### src/rtl/mem_pkg.sv
`default_nettype none
// ============================================================================
// Module      : mem_pkg
// Description : Shared types and constants for the LSQ-side data cache.
// Revision    : 1.0 - initial release
// ============================================================================
package mem_pkg;
    localparam int LINES       = 16;
    localparam int MEM_LATENCY = 10;
    localparam int INDEX_W     = 4;
    localparam int TAG_W       = 5;

    localparam logic SIZE_HALF = 1'b0;
    localparam logic SIZE_BYTE = 1'b1;

    typedef enum logic [1:0] {
        ST_IDLE   = 2'd0,
        ST_LOOKUP = 2'd1,
        ST_WAIT   = 2'd2,
        ST_RESP   = 2'd3
    } state_e;
endpackage
`default_nettype wire

### src/rtl/dcache_array.sv
`default_nettype none
// ============================================================================
// Module      : dcache_array
// Description : Direct-mapped valid/tag/data storage, one halfword per line.
// Revision    : 1.0 - initial release
// ============================================================================
module dcache_array
    import mem_pkg::*;
#(
    parameter int LINES = 16
) (
    input  logic               clk,
    input  logic               clear,
    input  logic [INDEX_W-1:0] rd_index,
    output logic               rd_valid,
    output logic [TAG_W-1:0]   rd_tag,
    output logic [15:0]        rd_data,
    input  logic               wr_en,
    input  logic               wr_fill,
    input  logic [INDEX_W-1:0] wr_index,
    input  logic [TAG_W-1:0]   wr_tag,
    input  logic [1:0]         wr_be,
    input  logic [15:0]        wr_data
);
    logic [LINES-1:0] valid_q;
    logic [TAG_W-1:0] tag_q  [LINES];
    logic [15:0]      data_q [LINES];

    always_ff @(posedge clk) begin
        if (clear) begin
            valid_q <= '0;
        end else if (wr_en && wr_fill) begin
            valid_q[wr_index] <= 1'b1;
        end
    end

    // Tag/data need no reset: a cleared valid bit hides stale contents.
    always_ff @(posedge clk) begin
        if (wr_en) begin
            if (wr_fill)  tag_q[wr_index]        <= wr_tag;
            if (wr_be[1]) data_q[wr_index][15:8] <= wr_data[15:8];
            if (wr_be[0]) data_q[wr_index][7:0]  <= wr_data[7:0];
        end
    end

    assign rd_valid = valid_q[rd_index];
    assign rd_tag   = tag_q[rd_index];
    assign rd_data  = data_q[rd_index];
endmodule
`default_nettype wire

### src/rtl/mem_hierarchy.sv
`default_nettype none
// ============================================================================
// Module      : mem_hierarchy
// Description : Blocking write-through data cache between the LSQ and memory.
// Revision    : 1.0 - initial release
// ============================================================================
module mem_hierarchy
    import mem_pkg::*;
#(
    parameter int LINES       = 16,
    parameter int MEM_LATENCY = 10
) (
    input  logic        clk,
    input  logic        rst,
    input  logic        req_valid,
    output logic        req_ready,
    input  logic        req_is_store,
    input  logic        req_size,
    input  logic [31:0] req_addr,
    input  logic [31:0] req_wdata,
    input  logic [5:0]  req_tag,
    input  logic        flush,
    output logic        resp_valid,
    output logic [5:0]  resp_tag,
    output logic [31:0] resp_data,
    output logic [31:0] dm_address,
    output logic [31:0] dm_dataSw,
    output logic        dm_memRead,
    output logic        dm_memWrite,
    output logic        dm_storeSize,
    output logic        dm_cacheMiss,
    output logic        dm_fromLSQ,
    input  logic [31:0] dm_lwData
);
    localparam int CNT_W = $clog2(MEM_LATENCY + 1);

    state_e             state_q, state_d;
    logic [31:0]        addr_q, addr_d;
    logic [31:0]        wdata_q, wdata_d;
    logic               store_q, store_d;
    logic               size_q, size_d;
    logic [5:0]         rtag_q, rtag_d;
    logic [CNT_W-1:0]   cnt_q, cnt_d;
    logic [15:0]        cap_q, cap_d;
    logic               killed_q, killed_d;

    logic               rd_valid;
    logic [TAG_W-1:0]   rd_tag;
    logic [15:0]        rd_data;
    logic               wr_en, wr_fill;
    logic [1:0]         wr_be;
    logic [15:0]        wr_data;
    logic               line_match, load_hit;
    logic               unused_dm_hi;

    assign unused_dm_hi = ^dm_lwData[31:16];
    assign dm_fromLSQ   = 1'b0;

    // Odd addresses share the index of their even partner, so one lookup serves both.
    assign line_match = rd_valid && (rd_tag == addr_q[9:5]);
    assign load_hit   = !store_q && !addr_q[0] && line_match;

    dcache_array #(.LINES(LINES)) u_array (
        .clk      (clk),
        .clear    (rst),
        .rd_index (addr_q[4:1]),
        .rd_valid (rd_valid),
        .rd_tag   (rd_tag),
        .rd_data  (rd_data),
        .wr_en    (wr_en),
        .wr_fill  (wr_fill),
        .wr_index (addr_q[4:1]),
        .wr_tag   (addr_q[9:5]),
        .wr_be    (wr_be),
        .wr_data  (wr_data)
    );

    always_comb begin
        state_d      = state_q;
        addr_d       = addr_q;
        wdata_d      = wdata_q;
        store_d      = store_q;
        size_d       = size_q;
        rtag_d       = rtag_q;
        cnt_d        = cnt_q;
        cap_d        = cap_q;
        killed_d     = killed_q;
        req_ready    = 1'b0;
        resp_valid   = 1'b0;
        resp_tag     = '0;
        resp_data    = '0;
        dm_address   = '0;
        dm_dataSw    = '0;
        dm_memRead   = 1'b0;
        dm_memWrite  = 1'b0;
        dm_storeSize = 1'b0;
        dm_cacheMiss = 1'b0;
        wr_en        = 1'b0;
        wr_fill      = 1'b0;
        wr_be        = 2'b00;
        wr_data      = '0;

        unique case (state_q)
            ST_IDLE: begin
                req_ready = 1'b1;
                if (req_valid && !flush) begin
                    addr_d   = req_addr;
                    wdata_d  = req_wdata;
                    store_d  = req_is_store;
                    size_d   = req_size;
                    rtag_d   = req_tag;
                    killed_d = 1'b0;
                    state_d  = ST_LOOKUP;
                end
            end
            ST_LOOKUP: begin
                if (flush) begin
                    state_d = ST_IDLE;
                end else if (store_q) begin
                    dm_address   = addr_q;
                    dm_dataSw    = wdata_q;
                    dm_memWrite  = 1'b1;
                    dm_storeSize = size_q;
                    dm_cacheMiss = 1'b1;
                    resp_valid   = 1'b1;
                    resp_tag     = rtag_q;
                    // Odd-address halfwords straddle two lines and are left to memory only.
                    wr_en = line_match && !(size_q == SIZE_HALF && addr_q[0]);
                    if (size_q == SIZE_HALF) begin
                        wr_be   = 2'b11;
                        wr_data = wdata_q[15:0];
                    end else if (!addr_q[0]) begin
                        wr_be   = 2'b10;
                        wr_data = {wdata_q[7:0], 8'h00};
                    end else begin
                        wr_be   = 2'b01;
                        wr_data = {8'h00, wdata_q[7:0]};
                    end
                    state_d = ST_IDLE;
                end else if (load_hit) begin
                    resp_valid = 1'b1;
                    resp_tag   = rtag_q;
                    resp_data  = {16'h0000, rd_data};
                    state_d    = ST_IDLE;
                end else begin
                    dm_address   = addr_q;
                    dm_memRead   = 1'b1;
                    dm_cacheMiss = 1'b1;
                    cnt_d        = CNT_W'(1);
                    state_d      = ST_WAIT;
                end
            end
            ST_WAIT: begin
                if (flush) killed_d = 1'b1;
                if (cnt_q == CNT_W'(MEM_LATENCY)) begin
                    cap_d   = dm_lwData[15:0];
                    cnt_d   = '0;
                    wr_en   = !addr_q[0];
                    wr_fill = 1'b1;
                    wr_be   = 2'b11;
                    wr_data = dm_lwData[15:0];
                    state_d = (killed_q || flush) ? ST_IDLE : ST_RESP;
                end else begin
                    cnt_d = cnt_q + CNT_W'(1);
                end
            end
            ST_RESP: begin
                resp_valid = 1'b1;
                resp_tag   = rtag_q;
                resp_data  = {16'h0000, cap_q};
                state_d    = ST_IDLE;
            end
            default: state_d = ST_IDLE;
        endcase
    end

    always_ff @(posedge clk) begin
        if (rst) begin
            state_q  <= ST_IDLE;
            addr_q   <= '0;
            wdata_q  <= '0;
            store_q  <= 1'b0;
            size_q   <= 1'b0;
            rtag_q   <= '0;
            cnt_q    <= '0;
            cap_q    <= '0;
            killed_q <= 1'b0;
        end else begin
            state_q  <= state_d;
            addr_q   <= addr_d;
            wdata_q  <= wdata_d;
            store_q  <= store_d;
            size_q   <= size_d;
            rtag_q   <= rtag_d;
            cnt_q    <= cnt_d;
            cap_q    <= cap_d;
            killed_q <= killed_d;
        end
    end
endmodule
`default_nettype wire
### config.mk
export PLATFORM = sky130hd
export DESIGN_NAME = mem_hierarchy
export DESIGN_NICKNAME = d
export VERILOG_FILES = /design/src/rtl/mem_pkg.sv /design/src/rtl/dcache_array.sv /design/src/rtl/mem_hierarchy.sv
export SDC_FILE = /design/constraint.sdc
export NUM_CORES = 1
export LEC_CHECK = 0
export BUFFER_PORTS_ARGS = -buffer_cell sky130_fd_sc_hd__buf_2
export CAP_MARGIN = 30
export CORE_MARGIN = 1.5
export CORE_UTILIZATION = 58
export DETAILED_ROUTE_END_ITERATION = 10
export GPL_ROUTABILITY_DRIVEN = 1
export GPL_TIMING_DRIVEN = 0
export PLACE_DENSITY_LB_ADDON = 0.15
export SKIP_LAST_GASP = 1
export SYNTH_ARGS = -nofsm -noshare
export SYNTH_HDL_FRONTEND = slang
export SYNTH_SLANG_ARGS = --single-unit
### constraint.sdc
create_clock -name clk -period 3.7 [get_ports clk]
set_clock_uncertainty 0.15 [all_clocks]
set_input_delay 0.185 -clock clk [delete_from_list [all_inputs] [get_ports clk]]
set_output_delay 0.185 -clock clk [all_outputs]
set_load 0.01 [all_outputs]
==> Word level (Yosys, flattened, before mapping) <==
Memory sizes are Yosys's and may differ from the RTL's. A register that Yosys moved wholly into a read port is not among the register bits.
Index checks and enable logic that the tools add are counted.
{ "op_classes": {"add_sub_neg": 1, "n_lt_le_gt_ge": 2, "n_eq_ne": 11, "muxes": 83, "n_bitwise": 2, "n_reduce_logical": 21} }
{ "op_table": {"columns": ["operator", "n"], "rows": [
  ["2-to-1 mux 32 bit", 7],
  ["2-to-1 mux 16 bit", 8],
  ["case mux 16 bit (2 select lines)", 2],
  ["2-to-1 mux 1 bit", 35],
  ["2-to-1 mux 4 bit", 8],
  ["2-to-1 mux 2 bit", 11],
  ["2-to-1 mux 6 bit", 3],
  ["bitwise OR 16 bit", 1],
  ["inequality test 2 bit (second input constant)", 6],
  ["case mux 6 bit (2 select lines)", 1],
  ["logical AND 1 bit", 8],
  ["case mux 2 bit (4 select lines)", 1],
  ["case mux 4 bit (2 select lines)", 1],
  ["case mux 1 bit (2 select lines)", 3],
  ["AND reduction 2 bit", 3],
  ["== test 5 bit", 1],
  ["< comparator 4 x 5 -> 1 bit (second input constant)", 1],
  ["adder 4 x 1 -> 4 bit (second input constant)", 1],
  ["binary-select mux 1 bit (select 4 bit)", 1],
  ["demux 1 bit (select 4 bit)", 1],
  ["== test 2 bit (second input constant)", 2],
  ["== test 4 bit (second input constant)", 1],
  [">= comparator 4 x 1 -> 1 bit (second input constant)", 1],
  ["zero test 1 bit", 4],
  ["other kinds (8)", 9]
]} }
{ "word_totals": {"regBits": 111, "ram_bits": 336, "in_bits": 108, "out_inout_bits": 109, "elab_cells": 132, "n_memories": 2} }
{ "mem_list": {"columns": ["name", "words", "width", "read_ports", "rd_ports_with_merged_regs", "wr", "line", "text"], "rows": [
  ["u_array.data_q", 16, 16, 1, 1, 1, "dcache_array.sv:27", "logic [15:0] data_q [LINES];"],
  ["u_array.tag_q", 16, 5, 1, 1, 1, "dcache_array.sv:26", "logic [TAG_W-1:0] tag_q [LINES];"]
]} }

==> Longest topological paths before layout <==
{ "logic_depth": {"depth_word": 9, "mapped_depth": 12} }

==> Cells and area by module <==
A second synthesis with hierarchy kept.
{ "hier_totals": {"cells_unflattened": 1298, "hier_area_um2": 18383.9} }
{ "modules_own_cells": {"columns": ["mod", "instances", "cells_per_inst", "area_per_inst_um2", "seq_area_each_um2"], "rows": [
  ["dcache_array", 1, 654, 13639.3, 10410.0],
  ["mem_hierarchy", 1, 644, 4744.6, 1901.8]
]} }

==> Worst setup path before layout <==
No wires, ideal clock.
{ "synth_path": {"kind": "reg-to-reg", "startpoint": "register with a tool-made name", "endpoint": "memory u_array.data_q[10][0] (enable)", "setup_time_ps": 370, "arrival_time_ps": 2728, "t_required_ps": 3180, "slack_ps": 452, "stages_incl_launch_ff": 12, "n_path_buf": 3, "synth_period_minus_slack_ps": 3248, "cell_sequence": "dfxtp_1 > buf_6 > buf_6 > mux2i_1 > and3_1 > nor4_1 > mux2i_1 > o221ai_2 > o41ai_2 > o21ai_1 > buf_2 > nor2_1"} }
{ "synth_rtl": {"columns": ["element", "line"], "rows": [
  ["end: declaration", "dcache_array.sv:27"]
]} }

==> summary.txt <==
Run status
  • Status: finished, violations left
  • Failing checks: negative setup slack

Layout
  • # nets final: 1,832
  • Utilization after layout: 0.757
  • Register area: ~12,000 µm²
  • Final std cells w/o fill: 2,156
  • Fin area: roughly 24,000 µm²
  • Share of layout cells above drive strength 1: 0.320
  • Multi-input logic area: 6130 µm²
  • Ant diodes: 0
  • Layout area overhead: 28.7%
  • # fillers: approximately 1,800

Job
  • Max-cap viol count: 0

Die
  • Core area: between 30,000 and 40,000 µm²
  • # rows: 65
  • Starting Density: 0.588
  • Chip width: between 150 and 200 µm
  • Die Ht: 182 µm
  • Boundary Pins: roughly 220
  • Die ar.: ~33,000 µm²

STA
  • Setup Viol. Count Final: 95
  • Final hold vios: 0
  • Min Tclk post-route: ~4 ns
  • Final Cycle Share: 1.08
  • Slew Viols, Final: 0
  • RSZ-0062 raised after global routing: true
  • Tightest Pin Transition: about 0.85 ns
  • Hold slack: roughly 0.27 ns
  • Slew HR: 0.430
  • Max Clk Rate: between 0.2 and 0.3 GHz
  • Final WS setup: -0.281 ns

Global routing
  • Overflow after GRT: 0
  • First-pass GRT wire length: 77,400 µm
  • Vias in the first global route: ~13,000
  • Total GRT Usage: 0.316
  • Largest net degree at the start of global routing: 25
  • Antenna violations before repair: 0

Drt
  • DRT iter0 DRCs: around 1,600
  • Final WL: ~54,000 µm
  • Drt wl/cell: roughly 25 µm
  • DRC errors left: 0
  • Via count of the routed design: between 10,000 and 15,000
  • Vias/cell: 6.15
  • Antenna Nets Post-Route: 0
  • First-pass DRT Iterations: 8

Logic synthesis
  • Sequential share of the synthesized area: 0.668
  • Number of synthesized flops with an enable pin: between 300 and 400
  • Mean Syn Cell Area: roughly 14 µm²
  • Synth top area share: 0.544
  • #FFs+latches synth: about 450
  • Post-synth ARST share: 0
  • Synth top area cells: edfxtp_1 54%, dfxtp_1 12%, mux4_2 11%
  • Synth Flop Type: edfxtp_1
  • Cells after Synth: approximately 1,300
  • Mapped Area: between 15,000 and 20,000 µm²
  • Most frequent cell after synthesis: edfxtp_1
  • Post-synth top cells: 336 x edfxtp_1, 228 x nand2_1, 115 x dfxtp_1
  • Syn. warnings: 0
  • Synth cell types: 60
  • Biggest area consumer among synthesized cells: edfxtp_1

Placement
  • Detailed placement HPWL: between 30,000 and 40,000 µm
  • I/O Buffers: 183
  • Placer Congestion: approximately 0.9
  • Placed Area: slightly above 20,000 µm²
  • Placed Cells: 1,944

Clocking
  • Clock buffer count from CTS: 45
  • Clock sink count: between 400 and 500
  • CTS tree: yes
  • H-tree Lvls: 2
  • Max Buffers Root-to-Sink: 3
  • Root Driver: clkbuf_16
  • Worst-path clk slew: ~0.070 ns
  • Clk_lat worst skew: between 0.5 and 0.6 ns

Setup path
  • Worst setup SP type: register
  • Critical Path RT: around 3.4 ns
  • WP data arrival: between 3 and 4 ns
  • Crit. End Element: output pin
  • Critical path type: register to output pin
  • Peak fanout along the critical path: 6

Power
  • Final total power: about 11 mW
  • Peak supply drop: 0.388 mV
  • Pwr dens: about 460 nW/µm²
  • Leakage: 8.73 nW

Hold path
  • Hold WC Path Type: primary input to register
[flip-flops by register name (all words and copies together), names as in the netlist, named ones only]
register and flops:
u_array.valid_q 16, u_array.data_q 256, store_q 1, rtag_q 6, cap_q 16, size_q 1, cnt_q 4, wdata_q 32
u_array.tag_q 80, addr_q 32, killed_q 1, state_q 2
[layer usage]
metal	vias up	track usage	wire length, µm
met5	-	0	0
li1	5696	-	-
met4	0	0.104	1810
met3	127	0.0700	5140
met2	815	0.523	26600
met1	6617	0.420	20500
[power by group]
group          internal (mW)  switching (mW)  total (mW)
clock                   2.66            1.92        4.58
sequential              5.43          0.0613        5.49
combinational          0.380           0.476       0.856
[cells in the final DEF, fill, tap and decap left out, types with 4 or more instances in the layout]
| master | n |
|---|---|
| a22o_1 | 13 |
| o2bb2ai_1 | 7 |
| clkinv_2 | 8 |
| ha_1 | 6 |
| a21boi_2 | 4 |
| a21oi_1 | 113 |
| buf_4 | 59 |
| nor2_1 | 41 |
| and2_4 | 30 |
| nor2_2 | 14 |
| clkbuf_16 | 48 |
| and3_1 | 38 |
| dlygate4sd3_1 | 92 |
| clkbuf_1 | 59 |
| nand2_1 | 226 |
| a21boi_1 | 14 |
| nor2b_1 | 7 |
| nand2b_1 | 7 |
| conb_1 | 17 |
| buf_12 | 12 |
| a22oi_1 | 12 |
| nor2_4 | 26 |
| a21boi_0 | 4 |
| clkbuf_2 | 10 |
| mux4_2 | 89 |
| and2_1 | 4 |
| edfxtp_1 | 336 |
| buf_6 | 51 |
| inv_1 | 8 |
| dfxtp_1 | 114 |
| buf_2 | 161 |
| clkbuf_8 | 7 |
| mux2i_1 | 32 |
| buf_8 | 5 |
[worst max-delay path: stages, from the launching register on]
cell and delay [ns]:
dfxtp_2 0.32, buf_6 0.13, buf_12 0.13, mux2i_1 0.13, and3_1 0.20, nor4_4 0.36
mux2i_2 0.37, o221ai_4 0.20, or3_4 0.46, nor3_4 0.16, buf_12 0.16, buf_8 0.12
a22o_1 0.18, buf_2 0.15
[area by class of cell]
class,count,area share
Buffer,100,0.0247
Tap cell,402,0.0211
Clock buffer,69,0.0565
Sequential cell,451,0.519
Timing Repair Buffer,338,0.114
Inverter,11,0.00189
Clock inverter,14,0.00566
Multi-Input combinational cell,771,0.257
[worst paths after layout]
| check | startpoint | to | slack, ns | cells after the start |
|---|---|---|---|---|
| max | register | resp_data[3] | -0.28 | 13 |
| min | req_addr[22] | addr_q[22] | 0.27 | 4 |
| max reg2reg | register | u_array.data_q[5][0] | -0.09 | 11 |
| min reg2reg | rtag_q[3] | rtag_q[3] | 0.30 | 2 |
[metrics by stage]
step                      setup slack (ns)  setup TNS (ns)
after global placement              -0.544         -151.40
after global routing                -0.328          -29.66
after CTS                           -0.197          -24.05
final                               -0.281          -12.05
after floorplan                      0.452               0
after detailed placement            -0.727         -107.75
[cells by family (layout without fill, tap and decap cells)]
logic type / after synthesis / after routing / share of synthesized area
xor gates and xnor gates: 2 / 2 / 0.000944
and+or+nand+nor: 424 / 424 / 0.103
DFF: 451 / 451 / 0.668
other: 1 / 17 / 0.000202
adders and majority gates: 6 / 6 / 0.00405
buffers and inverters: 112 / 532 / 0.0293
AOI/OAI and AO/OA: 199 / 199 / 0.0688
muxes: 123 / 123 / 0.126
[what timing repair did]
action,in CTS,in global routing
hold buffers,92,0
endpoints found under the setup margin,372,410
resized for setup,89,144
hold endpoints to repair,97,0
pin swaps,11,42
cloned,1,3
setup buffers,13,18
Note: power is estimated with default switching activity, not from simulation.
